--- src/rtl/riscv_data_bus.sv ---
// riscv_data_bus: routes CPU word accesses to BRAM or MMIO registers with a fixed 2-cycle read latency
module riscv_data_bus #(
  parameter int BRAM_ADDR_WIDTH = 14,
  parameter int TX_FIFO_DEPTH = 4
) (
  input  logic                       clk_in,
  input  logic                       rst_in,
  input  logic [31:0]                bus_addr_in,
  input  logic [31:0]                bus_data_in,
  input  logic [3:0]                 bus_we_in,
  input  logic                       bus_re_in,
  output logic [31:0]                bus_data_out,
  output logic [BRAM_ADDR_WIDTH-1:0] bram_addr_out,
  output logic [31:0]                bram_data_out,
  output logic [3:0]                 bram_we_out,
  input  logic [31:0]                bram_data_in,
  input  logic [15:0]                sw_in,
  output logic [15:0]                led_out,
  output logic [7:0]                 uart_tx_data_out,
  output logic                       uart_tx_valid_out,
  input  logic                       uart_tx_ready_in
);
  localparam int PW = $clog2(TX_FIFO_DEPTH);
  localparam int CW = PW + 1;
  logic is_mmio, is_bram;
  logic [3:0] off;
  logic [63:0] cycle;
  logic [31:0] cyc_hi_snap, mmio_rd, mmio_q1, mmio_q2;
  logic [7:0] fifo [TX_FIFO_DEPTH];
  logic [7:0] stat;
  logic [PW-1:0] rd_ptr, wr_ptr;
  logic [CW-1:0] count;
  logic overflow, full, empty, pop, push, accept, ovf_set, ovf_clr, snap, led_wr;
  logic rd_bram1, rd_mmio1, rd_bram2, rd_mmio2;
  logic unused;
  assign unused = ^bus_addr_in[31:30];
  assign is_mmio = bus_addr_in[29];
  assign is_bram = !bus_addr_in[29] && bus_addr_in[28:BRAM_ADDR_WIDTH] == '0;
  assign off = bus_addr_in[3:0];
  assign bram_addr_out = bus_addr_in[BRAM_ADDR_WIDTH-1:0];
  assign bram_data_out = bus_data_in;
  assign bram_we_out = is_bram ? bus_we_in : 4'b0;
  assign full = count == CW'(TX_FIFO_DEPTH);
  assign empty = count == '0;
  assign pop = !empty && uart_tx_ready_in;
  assign push = is_mmio && off == 4'd4 && bus_we_in[0];
  // a push into a full FIFO still lands if the head leaves in the same cycle
  assign accept = push && (!full || pop);
  assign ovf_set = push && full && !pop;
  assign ovf_clr = is_mmio && off == 4'd5 && bus_we_in[0] && bus_data_in[2];
  assign snap = bus_re_in && is_mmio && off == 4'd2;
  assign led_wr = is_mmio && off == 4'd0;
  assign uart_tx_valid_out = !empty;
  assign uart_tx_data_out = fifo[rd_ptr];
  assign stat = {4'(count), 1'b0, overflow, empty, full};
  always_comb
    case (off)
      4'd0: mmio_rd = {16'h0, led_out};
      4'd1: mmio_rd = {16'h0, sw_in};
      4'd2: mmio_rd = cycle[31:0];
      4'd3: mmio_rd = cyc_hi_snap;
      4'd5: mmio_rd = {24'h0, stat};
      default: mmio_rd = '0;
    endcase
  always_ff @(posedge clk_in or posedge rst_in)
    if (rst_in) begin
      led_out <= '0;
      cycle <= '0;
      cyc_hi_snap <= '0;
      rd_ptr <= '0;
      wr_ptr <= '0;
      count <= '0;
      overflow <= 1'b0;
      mmio_q1 <= '0;
      mmio_q2 <= '0;
      {rd_bram1, rd_mmio1, rd_bram2, rd_mmio2} <= '0;
    end else begin
      cycle <= cycle + 64'd1;
      if (snap) cyc_hi_snap <= cycle[63:32];
      if (led_wr && bus_we_in[0]) led_out[7:0] <= bus_data_in[7:0];
      if (led_wr && bus_we_in[1]) led_out[15:8] <= bus_data_in[15:8];
      if (pop) rd_ptr <= rd_ptr + PW'(1);
      if (accept) wr_ptr <= wr_ptr + PW'(1);
      count <= count + CW'(accept) - CW'(pop);
      overflow <= ovf_set | (overflow & !ovf_clr);
      mmio_q1 <= mmio_rd;
      mmio_q2 <= mmio_q1;
      {rd_bram1, rd_mmio1} <= {bus_re_in && is_bram, bus_re_in && is_mmio};
      {rd_bram2, rd_mmio2} <= {rd_bram1, rd_mmio1};
    end
  always_ff @(posedge clk_in)
    if (accept) fifo[wr_ptr] <= bus_data_in[7:0];
  assign bus_data_out = rd_bram2 ? bram_data_in : rd_mmio2 ? mmio_q2 : '0;
endmodule

--- config.mk ---
export PLATFORM = sky130hd
export DESIGN_NAME = riscv_data_bus
export DESIGN_NICKNAME = d
export VERILOG_FILES = /design/src/rtl/riscv_data_bus.sv
export SDC_FILE = /design/constraint.sdc
export NUM_CORES = 1
export LEC_CHECK = 0
export BUFFER_PORTS_ARGS = -buffer_cell sky130_fd_sc_hd__buf_2
export CAP_MARGIN = 20
export CORE_MARGIN = 8
export CORE_UTILIZATION = 31
export CTS_BUF_LIST = sky130_fd_sc_hd__clkbuf_8 sky130_fd_sc_hd__clkbuf_16
export DETAILED_ROUTE_END_ITERATION = 16
export SETUP_SLACK_MARGIN = 0.3
export SLEW_MARGIN = 25
export SYNTH_ARGS = -nofsm -noshare
export SYNTH_HDL_FRONTEND = slang
export SYNTH_SLANG_ARGS = --single-unit
--- constraint.sdc ---
create_clock -name clk_in -period 7.52 [get_ports clk_in]
set_input_delay 1.504 -clock clk_in [delete_from_list [all_inputs] [get_ports clk_in]]
set_output_delay 1.504 -clock clk_in [all_outputs]
set_load 0.01 [all_outputs]
---- Word-level counts from Yosys, hierarchy flattened ----
Memory sizes are Yosys's and may differ from the RTL's.
Cells that the tools add are included.
word-level totals
  memory bits (writable) .................. 32
  logic and storage cells ................. 59
  memories kept ........................... 1
  output and inout bits ................... 107
  register bits after elaboration ......... 188
operators by class
  bitwise gates (word level) .............. 2
  mux-type cells .......................... 6
  reduce and logical (&&, ||, !) cells .... 25
  add/subtract/negate cells ............... 5
  equal/unequal tests ..................... 6
memory list
  name  words  bits a word  read ports  clocked after memory_dff  wr ports  RTL line  text
  fifo  4      8            1           0                         1         29        logic [7:0] fifo [TX_FIFO_DEPTH];
operators with widths
  kind                     number
  $pmux W32 S5             1
  $add A64 B1 Y64 const B  1
  $mux W32                 2
  $logic_and A1 B1 Y1      16
  $logic_not A15 Y1        1
  $eq A4 B2 Y1 const B     2
  $eq A4 B3 Y1 const B     2
  $logic_not A1 Y1         5
  $add A2 B1 Y2 const B    2
  $eq A4 B1 Y1 const B     1
  $logic_not A4 Y1         1
  $mux W4                  1
  $add A3 B1 Y3            1
  $eq A3 B3 Y1 const B     1
  $logic_not A3 Y1         1
  $sub A3 B1 Y3            1
  $mux W1                  2
  $and A1 B1 Y1            1
  $logic_or A1 B1 Y1       1
  $or A1 B1 Y1             1

---- Depth between registers and ports, before layout ----
  word-level depth ........................ 7
  depth in mapped cells ................... 11
  gate-level depth less buffers ........... 11

---- Worst setup path after synthesis ----
OpenSTA, ideal clock, no wires.
  path kind ............................... input port to output port
  start point ............................. in bus_addr_in[17]
  end point ............................... out bram_we_out[0]
  cell stages on the path ................. 3
  data arrival time ....................... 2.147 ns
  setup slack ............................. 3.869 ns
  required time ........................... 6.016 ns
  cell sequence ........................... nor4_1 > and4_1 > and2_1
on the way
  longest elaborated chain between the ends .. 3
ends and longest elaborated chain
  element              RTL line  text
  start, declared      8         input logic [31:0] bus_addr_in,
  $logic_not A15 Y1    38        assign is_bram = !bus_addr_in[29] && bus_addr_in[28:BRAM_ADDR_WIDTH] == '0;
  $logic_and A1 B1 Y1  38
  $mux W4              42        assign bram_we_out = is_bram ? bus_we_in : 4'b0;
  end, declared        15        output logic [3:0] bram_we_out,
Every way passes these cells.

---- Worst setup path after layout ----
  start point ............................. in bus_addr_in[20]
  end point ............................... out bram_we_out[2]
Same word-level chain as after synthesis.

==> reports/qor.yml <==
outcome:
  status: "complete, no violations"
yosys:
  yosys.cell_count.top_type: "dfrtp_1"
  ys_seq_area_frac: 0.600
  yosysWarnings: 0
  ys_top_cells_by_area: "dfrtp_1, edfxtp_1, mux2_2"
  synth_flop_cell: "dfrtp_1"
  synthArstFlopShare: 0.855
  syn_area_mm2: 0.00944
  yosys-top-cells-count: "dfrtp_1, buf_4, a22o_1, mux2_2, nand2_1"
  avgSynthCellArea_um2: 13.1
  synth_top_cell_area_share: 0.498
  synth_edf_count: 32
  syn_nets: 847
  yosysTopAreaCell: "dfrtp_1"
  synthCells: 719
  ys_seq_elements: 220
  synth_cell_type_count: 48
sta:
  max_freq_ghz: 0.238
  setup_tns_ns: 0
  fin_crit_sh: 0.559
  hold_viol_final: 0
  drv_slew: 0
  setup_violations: 0
  rsz0062_at_grt: "false"
  worstMarginPinSlew_ns: 0.819
  slew_headroom: 0.450
  skew_ns: 0.0260
  period_needed_ns: 4.20
clock_tree:
  hold_buffers: 0
  cts_tree: "yes"
  cts.sinks: 220
  clk_pin_slew_ns: 0.06
  post_cts_resized: 0
  cts_setup_buffers: 0
  cts_root_buf: "clkbuf_16"
  cts-buffers-inserted: 22
  clock_path_buffers: 3
  clk_latency_ns: 0.51
  htree_levels: 1
setup_path:
  slowest_stage: "and4_1"
  cp-start-kind: "primary input"
  crit_top_cell: "buf_2"
  cpPeakStageDelay_ns: 0.41
  cp.arrival_ns: 2.70
  path_class: "primary input to output pin"
  crit_chain: "buf_2 > nor4_1 > and4_1 > and2_1 > buf_2"
  endpoint_kind: "output pin"
  r2r_setup_slack_ns: 4.88
  worst-path-max-fanout: 5
  cp_data_required_time_ns: 6.02
floorplan:
  ios: 227
  die_area_mm2: 0.0363
  rows: 64
  die_h_um: 190
  core-area_mm2: 0.0303
  fp.dieW_um: 190
  start_util: 0.312
placement:
  placedCellCount: 1220
  dp_hpwl_mm: 17.2
  port_buffers: 172
  routabilityCongestion: 0.798
drt:
  drt_first_iter_violations: 455
  firstDrtPassIters: 7
  drc: 0
  viasPerCell: 4.82
  ant_nets: 0
  vias: 6051
  drt-total-wl_mm: 23.7
  routedWlPerCell_um: 18.8
grt:
  grtUsageMet1: 0.162
  grt-busiest-layer: "met2"
  grtUsageTotal: 0.130
  first_global_vias: 6382
  overflow: 0
  grt_pass1_wl_mm: 37.2
  met2_usage: 0.221
  grt_max_degree: 115
  antenna_found_initial: 0
  use_met3: 0.0267
finish:
  drive_above_1_share: 0.333
  nets: 976
  finalNonFillerCells: 1255
  fillers: 2951
  synthToLayoutAreaGrowth_pct: 17.6
  antenna-diode-count: 0
pwr:
  p_per_area_mw_per_mm2: 236
  ir_drop_mv: 0.123
  p_leak_nw: 5.33
flow_run:
  drv_cap: 0
hold_path:
  hold_path_class: "flop to flop"
## flip-flops by register name (all words and copies together), names as in the netlist
signal	flops
mmio_q2	32
wr_ptr	2
rd_bram2	1
rd_ptr	2
overflow	1
cycle	64
count	3
rd_mmio1	1
cyc_hi_snap	32
fifo	32
rd_bram1	1
rd_mmio2	1
led_out	16
mmio_q1	32
## metal layers
layer  wire [um]  vias up  part of all wire
met5           0        -                 0
met4         679        0             0.029
met3        1620       53             0.068
met2       11600      161              0.49
met1        9750     3032              0.41
li1            -     2805                 -
## cells by family (layout without fill, tap and decap cells)
logic type	Yosys count	in the layout	share of synthesized area
flip-flops	220	220	0.600
AND/OR/NAND/NOR	201	201	0.124
buffers and inverters	93	233	0.0579
AO/OA/AOI/OAI	74	74	0.0675
XOR/XNOR	67	67	0.0622
multiplexers	56	56	0.0764
adder cells (fa/ha/maj)	8	8	0.0114
## stage by stage
| stage | hold WS, ns | power (mW) | util | worst slack (ns) | cell area (um^2) |
|---|---|---|---|---|---|
| 6_report | 0.344 | 2.62 | 0.367 | 3.32 | 11100 |
| 5_1_grt | 0.352 | 2.74 | 0.367 | 3.23 | 11100 |
| 4_1_cts | 0.347 | 2.66 | 0.367 | 3.26 | 11100 |
| 3_5_place_dp | 0.335 | 1.62 | 0.344 | 3.26 | 10400 |
| 3_3_place_gp | 0.333 | 1.62 | 0.344 | 3.24 | 10400 |
| 2_1_floorplan | 0.331 | 1.51 | - | 0.902 | 9440 |
## path summary, 6_finish.rpt
kind / start / to / cells after the start
max: bus_addr_in[20] / bram_we_out[2] / 5
min: mmio_q1[22] / mmio_q2[22] / 0
max reg2reg: count[2] / count[2] / 10
min reg2reg: mmio_q1[22] / mmio_q2[22] / 0
max in group asynchronous: rst_in / mmio_q2[16] / 3
min in group asynchronous: rst_in / led_out[9] / 2
## area by class of cell
| type | count | area [um^2] | area share |
|---|---|---|---|
| sequential | 220 | 5670 | 0.510 |
| multi-input combinational | 406 | 3270 | 0.294 |
| timing repair buffer | 180 | 925 | 0.0833 |
| clock buffer | 25 | 603 | 0.0543 |
| tap | 396 | 495 | 0.0446 |
| inverter | 18 | 75.1 | 0.00676 |
| clock inverter | 10 | 68.8 | 0.00620 |
## layout by cell type (no fill, tap or decap), types with 8 or more instances in the layout
cell,n
clkbuf_16,23
buf_2,172
a22o_1,47
a22oi_1,8
nor3_1,17
xor2_1,28
mux2_2,47
and2_1,14
and3_1,13
xnor2_1,39
mux4_2,8
nand2_1,45
nand3_1,36
inv_1,19
edfxtp_1,32
nor4_1,10
nand4_1,16
nor2_1,21
dfrtp_1,188
a222oi_1,14
## critical path, delay by kind of cell
family                 cells  cell delay [ns]
buffers and inverters      2             0.21
AND/OR/NAND/NOR            3             0.97
## where the power goes
| part | internal (mW) | switching (mW) | total (mW) |
|---|---|---|---|
| clock | 0.601 | 0.429 | 1.03 |
| sequential | 1.25 | 0.0680 | 1.32 |
| combinational | 0.136 | 0.137 | 0.273 |
| total | 1.99 | 0.634 | 2.62 |
Note: power is estimated with default switching activity, not from simulation.
